## config.mk

```make
export PLATFORM = sky130hd
export DESIGN_NAME = segment_swapchain
export DESIGN_NICKNAME = d
export VERILOG_FILES = /design/src/rtl/segment_swapchain.sv
export SDC_FILE = /design/constraint.sdc
export NUM_CORES = 1
export LEC_CHECK = 0
export CAP_MARGIN = 5
export CORE_MARGIN = 3
export CORE_UTILIZATION = 50
export DETAILED_ROUTE_END_ITERATION = 10
export HOLD_SLACK_MARGIN = 0.02
export PLACE_DENSITY = 0.82
export SLEW_MARGIN = 20
export SYNTH_ARGS = -nofsm -noshare
export SYNTH_HDL_FRONTEND = slang
export SYNTH_SLANG_ARGS = --single-unit
```

## constraint.sdc

```tcl
create_clock -name CLK -period 8.55 [get_ports CLK]
set_input_delay 0.855 -clock CLK [delete_from_list [all_inputs] [get_ports CLK]]
set_output_delay 0.855 -clock CLK [all_outputs]
set_load 0.005 [all_outputs]
```

## src/rtl/segment_swapchain.sv

```systemverilog
// segment_swapchain
//   Segment swap controller for the modulation/STM playback path. It selects
//   which of NUM_SEGMENT buffer segments drives the output and when a newly
//   requested segment takes over. It counts finite repetitions and raises
//   STOP after the last one.
// Ports
//   CLK, RST          clock, asynchronous active-high reset
//   SYS_TIME          64-bit system time used by the SYS_TIME transition mode
//   UPDATE_SETTINGS   one-cycle strobe that latches REQ_SEGMENT/TRANSITION_*
//   REQ_SEGMENT       requested segment
//   TRANSITION_MODE   00 SYNC_IDX, 01 SYS_TIME, 02 GPIO, F0 EXT, FF IMMEDIATE
//   TRANSITION_VALUE  transition time, or GPIO number in the low bits
//   CYCLE/REP/SYNC_IDX  per-segment last index, repeat count, sync index
//   GPIO_IN           synchronised external triggers
//   SEGMENT, STOP     active segment, finite playback complete
//   IDX               per-segment index (registered sync index or local tic)
//   LOOP_DONE         one-cycle pulse per completed finite loop
//   WAITING           high while waiting for a transition trigger
module segment_swapchain #(
  parameter int NUM_SEGMENT = 2,
  parameter int IDX_WIDTH   = 15,
  parameter int REP_WIDTH   = 16,
  parameter int NUM_GPIO    = 4,
  localparam int SEG_W      = $clog2(NUM_SEGMENT),
  localparam int GPIO_W     = $clog2(NUM_GPIO)
) (
  input  logic                 CLK,
  input  logic                 RST,
  input  logic [63:0]          SYS_TIME,
  input  logic                 UPDATE_SETTINGS,
  input  logic [SEG_W-1:0]     REQ_SEGMENT,
  input  logic [7:0]           TRANSITION_MODE,
  input  logic [63:0]          TRANSITION_VALUE,
  input  logic [IDX_WIDTH-1:0] CYCLE    [NUM_SEGMENT],
  input  logic [REP_WIDTH-1:0] REP      [NUM_SEGMENT],
  input  logic [IDX_WIDTH-1:0] SYNC_IDX [NUM_SEGMENT],
  input  logic [NUM_GPIO-1:0]  GPIO_IN,
  output logic [SEG_W-1:0]     SEGMENT,
  output logic                 STOP,
  output logic [IDX_WIDTH-1:0] IDX      [NUM_SEGMENT],
  output logic                 LOOP_DONE,
  output logic                 WAITING
);

  typedef enum logic [1:0] {ST_INFINITE, ST_WAIT, ST_FINITE} state_t;
  typedef enum logic [7:0] {
    MODE_SYNC_IDX  = 8'h00,
    MODE_SYS_TIME  = 8'h01,
    MODE_GPIO      = 8'h02,
    MODE_EXT       = 8'hF0,
    MODE_IMMEDIATE = 8'hFF
  } mode_t;
  typedef enum logic {IDX_SYNC, IDX_TIC} idx_mode_t;

  state_t               state_q, state_d;
  idx_mode_t            idx_mode_q, idx_mode_d;
  logic [SEG_W-1:0]     seg_q, seg_d;
  logic [SEG_W-1:0]     req_seg_q, req_seg_d;
  logic                 stop_q, stop_d;
  logic                 loop_done_q, loop_done_d;
  logic                 ext_mode_q, ext_mode_d;
  logic                 ge_q, ge_d;
  logic                 wait_first_q, wait_first_d;
  logic [7:0]           mode_q, mode_d;
  logic [63:0]          t_trans_q, t_trans_d;
  logic [GPIO_W-1:0]    gpio_sel_q, gpio_sel_d;
  logic [REP_WIDTH-1:0] rep_q, rep_d;
  logic [REP_WIDTH-1:0] loop_cnt_q, loop_cnt_d;
  logic [IDX_WIDTH-1:0] idx_old_q [NUM_SEGMENT];
  logic [IDX_WIDTH-1:0] idx_old_d [NUM_SEGMENT];
  logic [IDX_WIDTH-1:0] tic_idx_q [NUM_SEGMENT];
  logic [IDX_WIDTH-1:0] tic_idx_d [NUM_SEGMENT];

  logic [NUM_SEGMENT-1:0] chg, wrap;
  logic                   complete, start, tic_start;

  always_comb begin
    for (int unsigned i = 0; i < NUM_SEGMENT; i++) begin
      chg[i]  = idx_old_q[i] != SYNC_IDX[i];
      wrap[i] = chg[i] && (SYNC_IDX[i] == '0);
      IDX[i]  = (idx_mode_q == IDX_TIC) ? tic_idx_q[i] : idx_old_q[i];
    end
  end

  assign idx_old_d = SYNC_IDX;
  assign ge_d      = SYS_TIME >= t_trans_q;

  always_comb begin
    state_d      = state_q;
    idx_mode_d   = idx_mode_q;
    seg_d        = seg_q;
    req_seg_d    = req_seg_q;
    stop_d       = stop_q;
    loop_done_d  = 1'b0;
    ext_mode_d   = ext_mode_q;
    wait_first_d = 1'b0;
    mode_d       = mode_q;
    t_trans_d    = t_trans_q;
    gpio_sel_d   = gpio_sel_q;
    rep_d        = rep_q;
    loop_cnt_d   = loop_cnt_q;
    tic_idx_d    = tic_idx_q;
    complete     = 1'b0;
    start        = 1'b0;
    tic_start    = 1'b0;

    if (UPDATE_SETTINGS) begin
      // rep is latched in both branches: an immediate finite swap still
      // needs it for the loop count compare.
      rep_d = REP[REQ_SEGMENT];
      if ((REP[REQ_SEGMENT] == '1) || (TRANSITION_MODE == MODE_IMMEDIATE)) begin
        seg_d      = REQ_SEGMENT;
        stop_d     = 1'b0;
        idx_mode_d = IDX_SYNC;
        ext_mode_d = (TRANSITION_MODE == MODE_EXT);
        loop_cnt_d = '0;
        state_d    = (REP[REQ_SEGMENT] == '1) ? ST_INFINITE : ST_FINITE;
      end else begin
        req_seg_d    = REQ_SEGMENT;
        mode_d       = TRANSITION_MODE;
        t_trans_d    = TRANSITION_VALUE;
        gpio_sel_d   = TRANSITION_VALUE[GPIO_W-1:0];
        wait_first_d = 1'b1;
        state_d      = ST_WAIT;
      end
    end else begin
      case (state_q)
        ST_INFINITE: begin
          if (ext_mode_q && wrap[seg_q])
            seg_d = (seg_q == SEG_W'(NUM_SEGMENT - 1)) ? '0 : seg_q + 1'b1;
        end
        ST_WAIT: begin
          case (mode_q)
            MODE_SYNC_IDX: start = wrap[req_seg_q];
            // ge_q on the first cycle still reflects the previous t_trans.
            MODE_SYS_TIME: begin
              start     = ge_q && !wait_first_q;
              tic_start = 1'b1;
            end
            MODE_GPIO: begin
              start     = chg[req_seg_q] && GPIO_IN[gpio_sel_q];
              tic_start = 1'b1;
            end
            default: start = 1'b0;
          endcase
          if (start) begin
            stop_d     = 1'b0;
            loop_cnt_d = '0;
            seg_d      = req_seg_q;
            state_d    = ST_FINITE;
            idx_mode_d = tic_start ? IDX_TIC : IDX_SYNC;
            if (tic_start) tic_idx_d[req_seg_q] = '0;
          end
        end
        ST_FINITE: begin
          if (idx_mode_q == IDX_SYNC) begin
            complete = wrap[seg_q];
          end else if (chg[seg_q]) begin
            if (tic_idx_q[seg_q] == CYCLE[seg_q]) begin
              tic_idx_d[seg_q] = '0;
              complete         = 1'b1;
            end else begin
              tic_idx_d[seg_q] = tic_idx_q[seg_q] + 1'b1;
            end
          end
          if (complete && !stop_q) begin
            loop_done_d = 1'b1;
            if (loop_cnt_q == rep_q) stop_d = 1'b1;
            else                     loop_cnt_d = loop_cnt_q + 1'b1;
          end
        end
        default: state_d = ST_INFINITE;
      endcase
    end
  end

  always_ff @(posedge CLK or posedge RST) begin
    if (RST) begin
      state_q      <= ST_INFINITE;
      idx_mode_q   <= IDX_SYNC;
      seg_q        <= '0;
      req_seg_q    <= '0;
      stop_q       <= 1'b0;
      loop_done_q  <= 1'b0;
      ext_mode_q   <= 1'b0;
      ge_q         <= 1'b0;
      wait_first_q <= 1'b0;
      mode_q       <= '0;
      t_trans_q    <= '0;
      gpio_sel_q   <= '0;
      rep_q        <= '0;
      loop_cnt_q   <= '0;
      idx_old_q    <= '{default: '0};
      tic_idx_q    <= '{default: '0};
    end else begin
      state_q      <= state_d;
      idx_mode_q   <= idx_mode_d;
      seg_q        <= seg_d;
      req_seg_q    <= req_seg_d;
      stop_q       <= stop_d;
      loop_done_q  <= loop_done_d;
      ext_mode_q   <= ext_mode_d;
      ge_q         <= ge_d;
      wait_first_q <= wait_first_d;
      mode_q       <= mode_d;
      t_trans_q    <= t_trans_d;
      gpio_sel_q   <= gpio_sel_d;
      rep_q        <= rep_d;
      loop_cnt_q   <= loop_cnt_d;
      idx_old_q    <= idx_old_d;
      tic_idx_q    <= tic_idx_d;
    end
  end

  assign SEGMENT   = seg_q;
  assign STOP      = stop_q;
  assign LOOP_DONE = loop_done_q;
  assign WAITING   = (state_q == ST_WAIT);

endmodule

```

== After elaboration in Yosys (flattened, before gate mapping) ==
Index checks and enable logic that the tools add are counted.
Word-level totals
  register bits after elaboration: 176
  input bits: 236
  output and inout bits: 34
  word-level logic and storage cells: 166
Cells by class
  $add $sub $neg: 3
  magnitude comparators: 9
  equality and inequality tests: 22
  muxes and demuxes: 75
  bitwise gates (word level): 9
  reduce and logical (&&, ||, !) cells: 30
Operators with widths (count)
  15-bit two-way mux: 10
  30-bit two-way mux: 5
  16-bit two-way mux: 8
  64-bit >= comparator: 1
  30-bit bitwise AND: 2
  30-bit inverter: 2
  30-bit one-hot mux with 2 select lines: 1
  1-bit two-way mux: 38
  16-bit one-hot mux with 2 select lines: 1
  30-bit bitwise mux: 1
  15-bit demux with 1-bit select: 2
  15-bit zero test: 2
  15-bit != test: 2
  16-bit by 1-bit adder with 16-bit output (second input constant): 1
  16-bit equality test: 1
  16-bit equality test (second input constant): 1
  8-bit equality test (second input constant): 2
  15-bit by 1-bit adder with 15-bit output (second input constant): 1
  15-bit equality test: 1
  3-bit != test (second input constant): 4
  5-bit AND reduction: 2
  8-bit by 1-bit equality test with 1-bit output (second input constant): 1
  8-bit by 2-bit equality test with 1-bit output (second input constant): 1
  1-bit logical AND: 8
  other kinds (28): 50

== Depth between registers and ports, before layout ==
Gate-level depths: netlist (run 1).
  word-level depth: 14
  mapped depth: 12
  mapped depth without buffers: 11

== Worst setup path before layout (run 1) ==
OpenSTA, ideal clock, no wires.
  kind: input-to-reg
  start point: in SYNC_IDX[7] (netlist name)
  end point: reg loop_cnt_q[4]
  data arrival time: 3.032 ns
  path slack: 5.440 ns
  cell stages on the path: 9
  buffers on the path: 0
  cell sequence: nor4_1 -> and4_1 -> inv_1 -> a211oi_1 -> o21bai_1 -> a2111oi_1 -> o31ai_1 -> or4b_1 -> a21oi_1
On the way
  cells in the longest elaborated chain, start to end: 10
  elaborated cells between the ends (all ways): 23
  classes of those cells: eq/ne (3); mux (15); reduce/logical (5)
Ends and longest elaborated chain
  from (decl): line 36  | input logic [IDX_WIDTH-1:0] SYNC_IDX [NUM_SEGMENT],
  15-bit != test or 15-bit zero test (tied branches): line 79, 80
  1-bit two-way mux (not written as such) or 1-bit logical AND (tied branches): line 158, 80
  1-bit two-way mux (on tied branches) (2 in series): line 158, 157
  1-bit two-way mux: line 156  | if (idx_mode_q == IDX_SYNC) begin
  1-bit two-way mux: line 127  | case (state_q)
  1-bit two-way mux: line 107  | if (UPDATE_SETTINGS) begin
  1-bit logical AND: line 166  | if (complete && !stop_q) begin
  3-bit != test (no source line)
  5-bit AND reduction (no source line) *
  to (signal assigned): line 209  | loop_cnt_q <= loop_cnt_d;
  to (decl): line 68  | logic [REP_WIDTH-1:0] loop_cnt_q, loop_cnt_d;
Every way passes the cells marked *; elsewhere a longest branch is shown, timed or not. The select of a mux whose other input is x is not followed.
A chain may end at the register's enable or synchronous reset.

== Worst setup path in the final report (run 1) ==
  start point: in REQ_SEGMENT
  end point: reg loop_cnt_q[11]
On the way
  cells in the longest elaborated chain, start to end: 8
Ends and longest elaborated chain
  from (decl): line 31  | input logic [SEG_W-1:0] REQ_SEGMENT,
  1-bit inverter with 2-bit output (not written as such): line 111  | if ((REP[REQ_SEGMENT] == '1) || (TRANSITION_MODE == MODE_IMMEDIATE)) begin
  16-bit two-way mux (not written as such) (3 in series): line 111
  16-bit equality test: line 111
  1-bit logical OR: line 111
  2-bit by 1-bit != test with 1-bit output (no source line)
  5-bit AND reduction (no source line)
No other way between the ends. The select of a mux whose other input is x is not followed.

==> results of run 1 <==
==> cells in the final DEF (no fill, tap or decap), types with 5 or more instances in the layout <==
| cell | count |
|---|---|
| sky130_fd_sc_hd__nor3_1 | 7 |
| sky130_fd_sc_hd__and3_1 | 10 |
| sky130_fd_sc_hd__a21o_1 | 27 |
| sky130_fd_sc_hd__nand4_1 | 39 |
| sky130_fd_sc_hd__nor2_1 | 41 |
| sky130_fd_sc_hd__nor2b_1 | 7 |
| sky130_fd_sc_hd__ha_1 | 66 |
| sky130_fd_sc_hd__a21oi_1 | 48 |
| sky130_fd_sc_hd__or3_1 | 14 |
| sky130_fd_sc_hd__mux2_2 | 33 |
| sky130_fd_sc_hd__dfrtp_1 | 174 |
| sky130_fd_sc_hd__clkdlybuf4s50_1 | 269 |
| sky130_fd_sc_hd__nand2_1 | 129 |
| sky130_fd_sc_hd__nand2b_1 | 11 |
| sky130_fd_sc_hd__a221o_1 | 6 |
| sky130_fd_sc_hd__xnor2_1 | 63 |
| sky130_fd_sc_hd__inv_1 | 75 |
| sky130_fd_sc_hd__buf_4 | 5 |
| sky130_fd_sc_hd__mux2i_1 | 25 |
| sky130_fd_sc_hd__nand3_1 | 20 |
| sky130_fd_sc_hd__clkbuf_16 | 17 |
| sky130_fd_sc_hd__nor4_1 | 15 |
| sky130_fd_sc_hd__xor2_1 | 22 |
| sky130_fd_sc_hd__a31oi_1 | 7 |
| sky130_fd_sc_hd__a22o_1 | 19 |
| sky130_fd_sc_hd__o21ai_0 | 102 |
==> metal layers <==
metal	share of wire, %	vias to the layer above	wire length (um)	GRT usage [%]
met5	0	-	0	0
met3	7.2	53	2010	6.13
met4	2.6	0	720	8.82
li1	-	4242	-	-
met1	41	4192	11500	31.6
met2	49	309	13600	43.0
==> cell type report <==
class | instances | area [um^2]
clock buffer | 21 | 480
clock inverter | 11 | 130
fill | 1503 | 6010
inverter | 78 | 299
multi-input combinational | 762 | 5250
sequential | 174 | 4350
tap | 265 | 332
timing repair buffer | 274 | 2730
==> synthesized netlist by cell type, types with 25 or more instances <==
library cell,number
sky130_fd_sc_hd__a21o_1,27
sky130_fd_sc_hd__a21oi_1,48
sky130_fd_sc_hd__clkbuf_1,28
sky130_fd_sc_hd__dfrtp_1,174
sky130_fd_sc_hd__ha_1,66
sky130_fd_sc_hd__inv_1,76
sky130_fd_sc_hd__mux2_2,33
sky130_fd_sc_hd__mux2i_1,25
sky130_fd_sc_hd__nand2_1,129
sky130_fd_sc_hd__nand4_1,39
sky130_fd_sc_hd__nor2_1,41
sky130_fd_sc_hd__o21ai_0,102
sky130_fd_sc_hd__xnor2_1,63
==> worst min path at each step <==
stage | start | endpoint | slack (ns) | depth (start not counted)
finish | mode_q[6] | mode_q[6] | 0.48 | 2
global route | mode_q[6] | mode_q[6] | 0.53 | 2
CTS | mode_q[6] | mode_q[6] | 0.48 | 2
detailed placement | mode_q[6] | mode_q[6] | 0.47 | 2
global placement | mode_q[5] | mode_q[5] | 0.46 | 2
floorplan | mode_q[5] | mode_q[5] | 0.45 | 2
==> worst register-to-register path, cell delays in order, from the launching register on <==
cell and delay [ns]:
sky130_fd_sc_hd__dfrtp_1 0.41, sky130_fd_sc_hd__buf_4 0.34, sky130_fd_sc_hd__nand4_1 0.14, sky130_fd_sc_hd__nor4_1 0.58, sky130_fd_sc_hd__o22ai_1 0.29, sky130_fd_sc_hd__o21bai_1 0.26, sky130_fd_sc_hd__a2111oi_1 0.71, sky130_fd_sc_hd__o31ai_1 0.23
sky130_fd_sc_hd__or4b_1 0.56, sky130_fd_sc_hd__a21oi_1 0.16
==> cell families after synthesis <==
logic type,Yosys count,share of synthesized area [%]
and+or+nand+nor,311,15.2
AOI/OAI and AO/OA,241,15.0
DFF,174,43.3
buffers and inverters,119,4.58
xor gates and xnor gates,85,7.40
adders and majority gates,66,8.21
muxes,59,6.41
==> power by group through the flow <==
stage | Combinational (uW) | Clock [uW] | Sequential, uW
4_1_cts | 404 | 804 | 900
3_3_place_gp | 390 | 0 | 914
5_1_grt | 445 | 844 | 905
6_report | 402 | 795 | 900
2_1_floorplan | 208 | 0 | 907
3_5_place_dp | 401 | 0 | 916
==> per-stage QoR <==
stage	instances	util (%)	power, uW	hold WS [ns]	worst slack, ns
after global routing	1585	69.3	2200	0.532	3.40
final	1585	69.3	2100	0.479	3.80
after CTS	1585	69.3	2110	0.481	3.88
after detailed placement	1553	66.1	1320	0.466	3.42
after floorplan	1055	-	1110	0.447	2.98
after global placement	1553	66.1	1300	0.463	3.55
==> state kept, by name, indices dropped and copies added, names as in the netlist <==
name          cells
LOOP_DONE         1
state_q           2
t_trans_q        64
mode_q            8
ge_q              1
tic_idx_q        30
STOP              1
idx_mode_q        1
loop_cnt_q       16
ext_mode_q        1
wait_first_q      1
SEGMENT           1
idx_old_q        30
rep_q            16
req_seg_q         1
==> metrics.csv, run 1 <==
metric;value;unit
Worst-Margin Slew;0.964;ns
Wirelength per Cell;17.5;um
P_leak;0.00597;uW
CTS tree;done;
GPL Wtd Cong;0.918;
series of cell instances along the critical path;clkdlybuf4s50_1, nand2_1, or2_2, o21ai_0, a41oi_1, o21ai_2, clkinv_2, nor3_1, o31ai_2, or3_1, a21oi_1;
number of instances in the synthesized netlist;1055;
CTS-repair resized insts;0;
setup slack, reg-to-reg;4.79;ns
CP arrival;5.10;ns
global-route wire length before repair;44.5;mm
VDD IR-drop max;142;uV
number of buffers inserted by hold repair at cts;0;
via count of the first global-routing pass;9009;
final period utilization;55.5;%
cell chosen for the clock root;sky130_fd_sc_hd__clkbuf_16;
mean area per synthesized cell;9.53;um^2
cell types occupying the most area after synthesis;sky130_fd_sc_hd__dfrtp_1, sky130_fd_sc_hd__ha_1, sky130_fd_sc_hd__xnor2_1, sky130_fd_sc_hd__o21ai_0, sky130_fd_sc_hd__nand2_1;
beginning of the worst register-to-register path;SEGMENT;
instance count on the critical path;11;
synthesis-to-finish area growth;35.0;%
path category of the worst min-delay check;reg -> reg;
power density of the placed cells;154;mW/mm^2
start-to-end type of the worst setup path;in -> reg;
relative max-transition margin;35.5;%
minimum clock period;4.75;ns
share of the yosys chip area belonging to registers;43.3;%
net switching power figure;542;uW
estimated wirelength of the detail-placed design;21.6;mm
most instantiated flip-flop cell in the synthesis netlist;sky130_fd_sc_hd__dfrtp_1;
synthesized area;0.0101;mm^2
r2r worst-path depth;9;
buffers and inverters on the worst path;2;
maximum fanout along the worst path;51;
CTS Buffer Depth;2;
cell-internal power;1550;uW
Post-CTS Setup Inserts;0;
number of detailed-route iterations in the first pass;5;
critical path's top delay family;buffers and inverters;
number of failing setup endpoints in the final timing report;0;
synthesized net count;1357;
capture point of the worst reg-to-reg path;loop_cnt_q[4];
starting density of the core;51.3;%
number of flops mapped to enable cells by yosys;0;
fraction of layout cells with a size suffix above 1;6.44;%
design area;0.0136;mm^2
maximum number of pins on one net before global-route repair;103;
number of different library cells in the post-synthesis netlist;60;
Via Count;8796;
# rows;51;
die footprint;0.0219;mm^2
post-synth top area share;43.3;%
number of clock buffers inserted by TritonCTS;17;
part of the power in combinational logic;19.2;%
status;completed;
aggregate global-route resource usage;25.3;%
number of antenna cells inserted;0;
Max Slew Vio Count;0;
antenna violations before repair;0;
leading area contributor after synthesis;sky130_fd_sc_hd__dfrtp_1;
drt initial violations;565;
destination of the critical timing path;loop_cnt_q[11];
number of buffers inserted by port buffering;269;
Post-synth ARST share;100;%
Floorplan Core Area;0.0196;mm^2
Synth Warn #;0;
final-stage net count;1609;
instance area after placement;0.0130;mm^2
number of max-cap violations;0;
switching share of power;25.9;%
maximum clock frequency;211;MHz
final-report hold violation count;0;
type of element launching the critical path;input pin;
aggregate negative setup slack;0;ns
clock tree skew after final layout;0.0115;ns
vias per inst;5.55;
CTS H-tree depth;4;
remaining number of nets flagged by the antenna check after routing;0;
data required time of the critical path;8.90;ns
part of the total power dissipated in the clock network;37.9;%
drt drc;0;
I/O pins;270;
overall die width;148;um
remaining global-route overflow;0;
clock insertion delay at the later pin of the skew report;0.43;ns
crit path from;REQ_SEGMENT;
clk sinks;174;
number of synthesized register bits;174;
Setup crit end kind;register;
relative contribution of sequential cells to total power;42.9;%
die boundary height;148;um
DRT Wirelength;27.8;mm
Worst path slowest cell;sky130_fd_sc_hd__clkdlybuf4s50_1;
unrepaired setup endpoints after global routing;false;
critical path's largest stage delay;1.10;ns
clock transition at the register clock pins on the worst setup and hold paths after CTS;0.07;ns
No activity file was read; power rests on OpenSTA's default activity.
==> run 2: changes to the inputs <==
Settings changed: CORE_UTILIZATION 50 to 45, PLACE_DENSITY 0.82 to 0.78.
Clock period 8.55 ns to 4.1 ns, I/O delays scaled along.
==> run 2 against run 1 <==
Wire length about the same. Sequential share of layout area decreased by 0.35 points. Combinational power increased by 110%. Flip-flop and latch count unchanged. Die area increased by 11%. Critical endpoint is now loop_cnt_q[4].
==> metrics.csv, run 2 (synthesis results as in run 1) <==
metric;value;unit;change
cell-internal power;3400;uW;was 1550 uW
number of buffers inserted by port buffering;269;;unchanged
relative max-transition margin;45.5;%;was 35.5%
relative contribution of sequential cells to total power;41.3;%;was 42.9%
flip-flop and latch area;0.00435;mm^2;unchanged
maximum number of pins on one net before global-route repair;142;;was 103
remaining global-route overflow;0;;unchanged
number of antenna cells inserted;0;;unchanged
CTS H-tree depth;4;;unchanged
GPL Wtd Cong;0.867;;was 0.918
setup slack, reg-to-reg;0.70;ns;was 4.79 ns
final worst slack;0.700;ns;was 3.80 ns
clk sinks;174;;unchanged
CTS Buffer Depth;2;;unchanged
area of the multi-input gates;0.00525;mm^2;about the same
I/O pins;270;;unchanged
leading cell type in the layout, fill and taps excluded;sky130_fd_sc_hd__clkdlybuf4s50_1;;unchanged
part of the total power dissipated in the clock network;40.2;%;was 37.9%
Via Count;8739;;was 8796
switching share of power;25.3;%;was 25.9%
synthesis-to-finish area growth;36.5;%;was 35.0%
power density of the placed cells;332;mW/mm^2;was 154 mW/mm^2
DRT Wirelength;27.8;mm;about the same
unrepaired setup endpoints after global routing;false;;unchanged
starting density of the core;45.9;%;was 51.3%
final-stage net count;1616;;was 1609
beginning of the worst register-to-register path;SEGMENT;;unchanged
final period utilization;82.9;%;
VDD IR-drop max;275;uV;was 142 uV
drt initial violations;480;;was 565
vias per inst;5.44;;was 5.55
Post-CTS Setup Inserts;0;;unchanged
r2r worst-path depth;9;;unchanged
Largest Register;t_trans_q;;unchanged
drt drc;0;;unchanged
clock tree skew after final layout;0.0157;ns;was 0.0115 ns
global-route wire length before repair;44.0;mm;was 44.5 mm
via count of the first global-routing pass;8781;;was 9009
maximum fanout along the worst path;27;;was 51
die footprint;0.0242;mm^2;was 0.0219 mm^2
die boundary height;156;um;was 148 um
fraction of layout cells with a size suffix above 1;6.79;%;was 6.44%
minimum clock period;3.40;ns;
number of failing setup endpoints in the final timing report;0;;unchanged
P_leak;0.00603;uW;was 0.00597 uW
CTS tree;done;;unchanged
maximum clock frequency;294;MHz;
CTS-repair resized insts;0;;unchanged
Max Slew Vio Count;0;;unchanged
number of max-cap violations;0;;unchanged
data required time of the critical path;4.45;ns;was 8.90 ns
Setup Slack @ Placement;0.391;ns;was 3.42 ns
biggest registers after layout;t_trans_q (64), idx_old_q (30), tic_idx_q (30);;unchanged
antenna violations before repair;0;;unchanged
capture point of the worst reg-to-reg path;loop_cnt_q[4];;unchanged
Floorplan Core Area;0.0219;mm^2;was 0.0196 mm^2
Wirelength per Cell;17.3;um;was 17.5 um
overall die width;156;um;was 148 um
number of inserted filler cells in the final layout;1894;;was 1503
Worst-Margin Slew;0.817;ns;was 0.964 ns
estimated wirelength of the detail-placed design;21.5;mm;was 21.6 mm
cell chosen for the clock root;sky130_fd_sc_hd__clkbuf_16;;unchanged
part of the power in combinational logic;18.5;%;was 19.2%
path category of the worst min-delay check;in -> async;;was reg -> reg
number of clock buffers inserted by TritonCTS;17;;unchanged
final-report hold violation count;0;;unchanged
number of buffers inserted by hold repair at cts;0;;unchanged
Largest register FFs;64;;unchanged
total power of the final layout;4550;uW;was 2100 uW
clock transition at the register clock pins on the worst setup and hold paths after CTS;0.07;ns;about the same
number of detailed-route iterations in the first pass;5;;unchanged
aggregate negative setup slack;0;ns;unchanged
Setup crit end kind;register;;unchanged
remaining number of nets flagged by the antenna check after routing;0;;unchanged
aggregate global-route resource usage;22.5;%;was 25.3%
clock insertion delay at the later pin of the skew report;0.43;ns;about the same
# rows;54;;was 51
top library cells by usage in the layout, fill and taps aside;sky130_fd_sc_hd__clkdlybuf4s50_1, sky130_fd_sc_hd__dfrtp_1, sky130_fd_sc_hd__nand2_1;;unchanged
type of element launching the critical path;register;;was input pin
status;completed;;unchanged
start-to-end type of the worst setup path;reg -> reg;;was in -> reg
CP arrival;3.75;ns;was 5.10 ns
net switching power figure;1150;uW;was 542 uW
==> run 2: critical path, stage by stage (launching register included) <==
cell and delay, ns:
sky130_fd_sc_hd__dfrtp_1 0.43, sky130_fd_sc_hd__buf_4 0.36, sky130_fd_sc_hd__nand4_1 0.14, sky130_fd_sc_hd__nor4_1 0.39, sky130_fd_sc_hd__o22ai_1 0.23, sky130_fd_sc_hd__o21bai_1 0.22, sky130_fd_sc_hd__a2111oi_1 0.64, sky130_fd_sc_hd__o31ai_1 0.24
sky130_fd_sc_hd__or4b_1 0.54, sky130_fd_sc_hd__a21oi_1 0.15
==> run 2: worst max-delay path by stage <==
stage                 from            end  slack (ns)  depth (start not counted)
2_1_floorplan    mode_q[5]  loop_cnt_q[4]        1.38                          9
3_3_place_gp     CYCLE[10]  loop_cnt_q[3]        0.43                         10
3_5_place_dp   SYNC_IDX[0]  loop_cnt_q[6]        0.39                         10
4_1_cts            SEGMENT  loop_cnt_q[2]        0.74                          9
5_1_grt            SEGMENT  loop_cnt_q[4]        0.58                          8
6_report           SEGMENT  loop_cnt_q[4]        0.70                          9
==> run 2: power groups by stage <==
stage / Sequential (uW) / Combinational (uW) / Clock (uW)
finish: 1880 / 841 / 1830
global route: 1890 / 936 / 1930
CTS: 1880 / 849 / 1860
detailed placement: 1910 / 841 / 0
global placement: 1910 / 823 / 0
floorplan: 1890 / 434 / 0
==> run 2: metrics by stage <==
stage | instances | cell area, um^2 | utilization, % | hold WS, ns
2_1_floorplan | 1055 | 10100 | - | 0.441
3_3_place_gp | 1575 | 13100 | 59.7 | 0.464
3_5_place_dp | 1575 | 13100 | 59.7 | 0.467
4_1_cts | 1606 | 13700 | 62.7 | 0.328
5_1_grt | 1606 | 13700 | 62.7 | 0.349
6_report | 1606 | 13700 | 62.7 | 0.327
==> run 2: area by class of cell <==
cell class / instances / share of cell area, %
clock buffer: 19 / 3.30
clock inverter: 12 / 1.50
inverter: 78 / 2.17
multi-input combinational: 762 / 38.2
sequential: 174 / 31.7
tap: 280 / 2.55
timing repair buffer: 281 / 20.5
==> run 2: metal layers <==
metal | wire length (um) | part of all wire [%] | up-vias | GRT usage [%]
met3 | 2130 | 7.6 | 33 | 7.04
met2 | 13500 | 48 | 290 | 38.0
met4 | 567 | 2.0 | 0 | 6.09
li1 | - | - | 4245 | -
met5 | 0 | 0 | - | 0
met1 | 11700 | 42 | 4171 | 28.2
